==> src/rtl/qam_pkg.sv <==
`default_nettype none
// +----------------------------------------------------------------------------+
// | qam_pkg                                                                    |
// | Shared constants, carrier LUTs and symbol decode for the 4-QAM modulator.  |
// | Revision: 1.0                                                              |
// +----------------------------------------------------------------------------+
package qam_pkg;

  localparam int WORD_W          = 8;
  localparam int SAMPLES_PER_SYM = 8;
  localparam int LUT_W           = 8;

  typedef logic signed [LUT_W-1:0] lut_t;

  // One full carrier period, amplitude 63 so that |cos + sin| stays within 8 bits.
  localparam lut_t COS_LUT [SAMPLES_PER_SYM] = '{
    8'sd63, 8'sd45, 8'sd0, -8'sd45, -8'sd63, -8'sd45, 8'sd0, 8'sd45
  };
  localparam lut_t SIN_LUT [SAMPLES_PER_SYM] = '{
    8'sd0, 8'sd45, 8'sd63, 8'sd45, 8'sd0, -8'sd45, -8'sd63, -8'sd45
  };

  typedef struct packed {
    logic i_neg;
    logic q_neg;
  } iq_sign_t;

  function automatic iq_sign_t decode_symbol(input logic [1:0] symbol);
    iq_sign_t s;
    s.i_neg = symbol[1];
    s.q_neg = symbol[0];
    return s;
  endfunction

endpackage : qam_pkg
`default_nettype wire

==> src/rtl/qam_serializer.sv <==
`default_nettype none
// +----------------------------------------------------------------------------+
// | qam_serializer                                                             |
// | Holds the current sample word and shifts it out LSB first with an MSB      |
// | strobe; reloads in parallel on the last bit of each word.                  |
// | Revision: 1.0                                                              |
// +----------------------------------------------------------------------------+
module qam_serializer #(
  parameter int WORD_W = 8
) (
  input  logic              clk,
  input  logic              rst,
  input  logic [WORD_W-1:0] load_word,
  output logic              data_bit_out,
  output logic              data_out_complete_bit
);

  localparam int CNT_W = $clog2(WORD_W);
  localparam logic [CNT_W-1:0] C_LAST_BIT = CNT_W'(WORD_W - 1);

  logic [CNT_W-1:0]  bit_cnt_q, bit_cnt_d;
  logic [WORD_W-1:0] word_q, word_d;
  logic              last_bit;

  always_comb begin
    last_bit  = (bit_cnt_q == C_LAST_BIT);
    // Power-of-two width lets the counter wrap naturally.
    bit_cnt_d = bit_cnt_q + 1'b1;
    word_d    = last_bit ? load_word : word_q;
  end

  always_ff @(posedge clk or posedge rst) begin
    if (rst) begin
      bit_cnt_q <= '0;
      word_q    <= '0;
    end else begin
      bit_cnt_q <= bit_cnt_d;
      word_q    <= word_d;
    end
  end

  assign data_bit_out          = word_q[bit_cnt_q];
  assign data_out_complete_bit = last_bit;

endmodule : qam_serializer
`default_nettype wire

==> src/rtl/qam_mod_top.sv <==
`default_nettype none
// +----------------------------------------------------------------------------+
// | qam_mod_top                                                                |
// | 4-QAM modulator: 8 carrier samples per symbol (I*cos + Q*sin), serialised. |
// | Revision: 1.0                                                              |
// +----------------------------------------------------------------------------+
module qam_mod_top
  import qam_pkg::*;
#(
  parameter int WORD_W          = qam_pkg::WORD_W,
  parameter int SAMPLES_PER_SYM = qam_pkg::SAMPLES_PER_SYM
) (
  input  logic       clk,
  input  logic       rst,
  input  logic [1:0] data_in,
  output logic       data_bit_out,
  output logic       data_out_complete_bit
);

  localparam int IDX_W = $clog2(SAMPLES_PER_SYM);
  localparam int ACC_W = LUT_W + 1;

  logic [IDX_W-1:0]        samp_idx_q, samp_idx_d, next_idx;
  logic [1:0]              sym_q, sym_d, cur_sym;
  iq_sign_t                sign;
  logic signed [ACC_W-1:0] cos_ext, sin_ext, i_term, q_term, sum;
  logic [WORD_W-1:0]       load_word;
  logic                    boundary;

  always_comb begin
    next_idx = samp_idx_q + 1'b1;
    // The new symbol is used directly on the first sample so it costs no extra word.
    cur_sym  = (next_idx == '0) ? data_in : sym_q;
    sign     = decode_symbol(cur_sym);
    cos_ext  = ACC_W'(COS_LUT[next_idx]);
    sin_ext  = ACC_W'(SIN_LUT[next_idx]);
    i_term   = sign.i_neg ? -cos_ext : cos_ext;
    q_term   = sign.q_neg ? -sin_ext : sin_ext;
    sum      = i_term + q_term;
    load_word = WORD_W'(sum);

    samp_idx_d = samp_idx_q;
    sym_d      = sym_q;
    if (boundary) begin
      samp_idx_d = next_idx;
      if (next_idx == '0) begin
        sym_d = data_in;
      end
    end
  end

  // Index starts at the last sample so the first boundary after reset loads j = 0.
  always_ff @(posedge clk or posedge rst) begin
    if (rst) begin
      samp_idx_q <= '1;
      sym_q      <= '0;
    end else begin
      samp_idx_q <= samp_idx_d;
      sym_q      <= sym_d;
    end
  end

  qam_serializer #(
    .WORD_W (WORD_W)
  ) u_serializer (
    .clk                   (clk),
    .rst                   (rst),
    .load_word             (load_word),
    .data_bit_out          (data_bit_out),
    .data_out_complete_bit (boundary)
  );

  assign data_out_complete_bit = boundary;

endmodule : qam_mod_top
`default_nettype wire

==> config.mk <==
export PLATFORM = sky130hd
export DESIGN_NAME = qam_mod_top
export DESIGN_NICKNAME = d
export VERILOG_FILES = /design/src/rtl/qam_pkg.sv /design/src/rtl/qam_serializer.sv /design/src/rtl/qam_mod_top.sv
export SDC_FILE = /design/constraint.sdc
export NUM_CORES = 1
export LEC_CHECK = 0
export ABC_AREA = 1
export CAP_MARGIN = 0
export CORE_ASPECT_RATIO = 1.75
export CORE_MARGIN = 8
export CORE_UTILIZATION = 40
export DETAILED_ROUTE_END_ITERATION = 7
export GPL_TIMING_DRIVEN = 0
export PLACE_DENSITY_LB_ADDON = 0.25
export SLEW_MARGIN = 20
export SYNTH_ARGS = -nofsm -noshare
export SYNTH_HDL_FRONTEND = slang
export SYNTH_SLANG_ARGS = --single-unit
==> constraint.sdc <==
create_clock -name clk -period 4 [get_ports clk]
set_clock_uncertainty 0.15 [all_clocks]
set_input_delay 0.8 -clock clk [delete_from_list [all_inputs] [get_ports clk]]
set_output_delay 0.8 -clock clk [all_outputs]
set_load 0.005 [all_outputs]
==> impl_metrics.ini <==
[floorplanning]
die_area_um2 = 5450
fp-row-count = 27
start_util_pct = 41.8
die-width_um = 59.3
die_h_um = 91.8
core_area_um2 = 3140
io_pins = 6

[clocking]
cts_tree = yes
clkTransAtPathRegs_ns = 0.06
clock_sinks = 16
clk_latency_ns = 0.25
hold_buffers = 0
postCtsSetupRepairBufs = 0
cts_buffer_depth = 2
cts_max_level = 1
cts_resized = 0
numCtsBuffers = 3
root_buffer = clkbuf_8

[yosys]
synth.net_count = 202
yosys_warnings = 0
synth_commonest_cells = nand2_1 (49), inv_1 (24), o21ai_0 (23)
synth.distinct_cells = 26
syn_inst = 181
synthFlopType = dfrtp_1
netlist_area_um2 = 1310
yosys_register_bits = 16
synth_area_leader_cell = dfrtp_1
yosys.area.top_type_share_pct = 24.8
ys_top_cells_by_area = dfrtp_1 (25%), ha_1 (15%), nand2_1 (14%)
synth_most_common_cell = nand2_1
async_flop_share_pct = 100
syn-mean-instance-area_um2 = 7.26
yosysSeqAreaShare_pct = 30.8
synth_edf_count = 0

[cells_and_area]
num-fill-cells = 318
seqCellArea_um2 = 404
areaGrowthSynthToFinish_pct = 12.1
drive_gt1_share_pct = 9.47
fin_nets = 212
antenna_cells = 0
multi_input_area_um2 = 797

[routing]
vias = 1172
dr.first_iter.drc_count = 40
vias_per_cell = 5.03
wl_per_cell_um = 12.0
drcViolationCount = 0
drt_wl_total_um = 2800
dr.pass1.iters = 4
detail-route-antenna-nets = 0

[global_routing]
grt-ovfl-total = 0
grt_pass1_wl_um = 4940
antenna_found_initial = 0
grtUsageTotal_pct = 11.4
grt_pass1_vias = 1175
grt_max_degree = 17

[timing]
finalHoldViolCount = 0
finalSetupViolCount = 0
final_max_slew_viol_count = 0
fin_crit_sh_pct = 89.6
tns_ns = 0
relSlewSlack_pct = 57.5
max_freq_mhz = 279
rsz0062_at_grt = false
period_minus_slack_ns = 3.58
tightest_slew_ns = 0.637

[power_and_ir_drop]
p_total_uw = 313
p_per_area_nw_per_um2 = 212
ir_worst_vdd_uv = 117
leakagePower_nw = 0.781

[place]
gp_congestion = 0.875
io_buffer_count = 5
hpwl_um = 2310

[worst_setup_path]
critPathTopFamily = adder cells
critPathMaxStageDelay_ns = 0.59
crit_path_end_kind = flip-flop
criticalPathCategory = reg2reg
startpoint_type = flip-flop
crit_slowest_cell = dfstp_2
r2r_slack_ns = 0.42
cp_max_fo = 7
crit_chain = ha_1 -> inv_1 -> ha_1 -> inv_2 -> o21ai_0 -> xor2_1 -> o21ai_0 -> ha_1 -> a21oi_1 -> nand2_1 -> a21oi_1 -> nand3_1 -> nand3_1 -> nand2_1
crit_arrival_ns = 3.58
crit_top_cell = ha_1
crit_required_ns = 3.99
rr_startpoint = samp_idx_q[0]$_DFFE_PP1P_
r2r_cells = 14
crit_buf_inv = 2
r2r-end = u_serializer.word_q[7]$_DFFE_PP0P_

[hold_path]
holdPathStages = 2
min_path_type = reg2reg
hold_start = u_serializer.word_q[0]$_DFFE_PP0P_
min_to = u_serializer.word_q[0]$_DFFE_PP0P_

[status]
outcome = finished clean

[flow_run]
maxCapViolCount = 0
-- state kept, by name, summed over array words and instances (netlist names) --
| name | count |
|---|---|
| samp_idx_q | 3 |
| sym_q | 2 |
| u_serializer.bit_cnt_q | 3 |
| u_serializer.word_q | 8 |
-- metrics by stage --
step / util [%] / worst slack, ns / hold WS [ns] / cells / instance area [µm²]
5_1_grt: 46.9 / 0.0850 / 0.352 / 233 / 1470
2_1_floorplan: - / 0.889 / 0.287 / 181 / 1310
3_5_place_dp: 45.1 / 0.483 / 0.310 / 229 / 1420
4_1_cts: 46.9 / 0.462 / 0.324 / 233 / 1470
6_report: 46.9 / 0.415 / 0.318 / 233 / 1470
3_3_place_gp: 45.1 / 0.559 / 0.307 / 229 / 1420
-- tightest hold or removal path: stages, from the launching register on --
cell,delay [ns]
dfrtp_1,0.34
nand2_1,0.06
nand2_1,0.05
-- placed cells by master (no fill, tap or decap) --
master and n:
clkbuf_1 1, o32ai_1 1, o22ai_1 1, o21ai_0 23
clkbuf_8 4, dfstp_2 3, nand2_2 4, ha_1 16
o21ai_1 1, nand3_1 7, fa_1 1, o211ai_1 2
o21ai_2 1, a21oi_2 1, nand3_2 1, nand2_1 49
inv_1 24, nor3_1 1, xor2_1 4, nor2_1 9
inv_2 2, or2_1 1, a21oi_1 12, nor2_2 1
clkdlybuf4s50_1 5, buf_6 1, xnor2_1 1, dfrtp_1 13
-- how the worst max path moves through the flow --
stage | to | slack, ns | depth (start not counted) | start
2_1_floorplan | u_serializer.word_q[7]$_DFFE_PP0P_ | 0.89 | 14 | samp_idx_q[0]$_DFFE_PP1P_
3_3_place_gp | u_serializer.word_q[7]$_DFFE_PP0P_ | 0.56 | 14 | samp_idx_q[0]$_DFFE_PP1P_
3_5_place_dp | u_serializer.word_q[7]$_DFFE_PP0P_ | 0.48 | 14 | samp_idx_q[0]$_DFFE_PP1P_
4_1_cts | u_serializer.word_q[7]$_DFFE_PP0P_ | 0.46 | 14 | samp_idx_q[0]$_DFFE_PP1P_
5_1_grt | u_serializer.word_q[5]$_DFFE_PP0P_ | 0.08 | 14 | samp_idx_q[0]$_DFFE_PP1P_
6_report | u_serializer.word_q[7]$_DFFE_PP0P_ | 0.42 | 14 | samp_idx_q[0]$_DFFE_PP1P_
-- routing by layer --
metal,routed length [µm],up-vias,GRT usage [%]
li1,-,601,-
met4,107,0,5.62
met5,0,-,0
met2,1590,23,22.6
met3,66,11,1.26
met1,1030,537,10.3
-- cell families (layout without fill, tap and decap cells) --
group | Yosys count | after routing | synth area share (%)
adders and majority gates | 17 | 17 | 16.8
DFF | 16 | 16 | 30.8
buffers and inverters | 28 | 37 | 8.57
AOI/OAI and AO/OA | 42 | 42 | 17.3
xor gates and xnor gates | 5 | 5 | 3.33
and+or+nand+nor | 73 | 73 | 23.2
-- final cells by class --
type	count	area share (%)
multi-input cells	137	54.1
flip-flops and latches	16	27.4
inverters	26	6.63
clock buffers	4	3.74
well taps	43	3.65
repair buffers	5	3.40
plain buffers	2	1.02
-- power breakdown --
group / leakage [nW] / total (mW) / internal, mW / switching, mW
clock: 0.0288 / 0.144 / 0.0873 / 0.0570
combinational: 0.585 / 0.00645 / 0.00268 / 0.00377
sequential: 0.167 / 0.162 / 0.162 / 0
total: 0.781 / 0.313 / 0.252 / 0.0607
No activity file was read; power rests on OpenSTA's default activity.
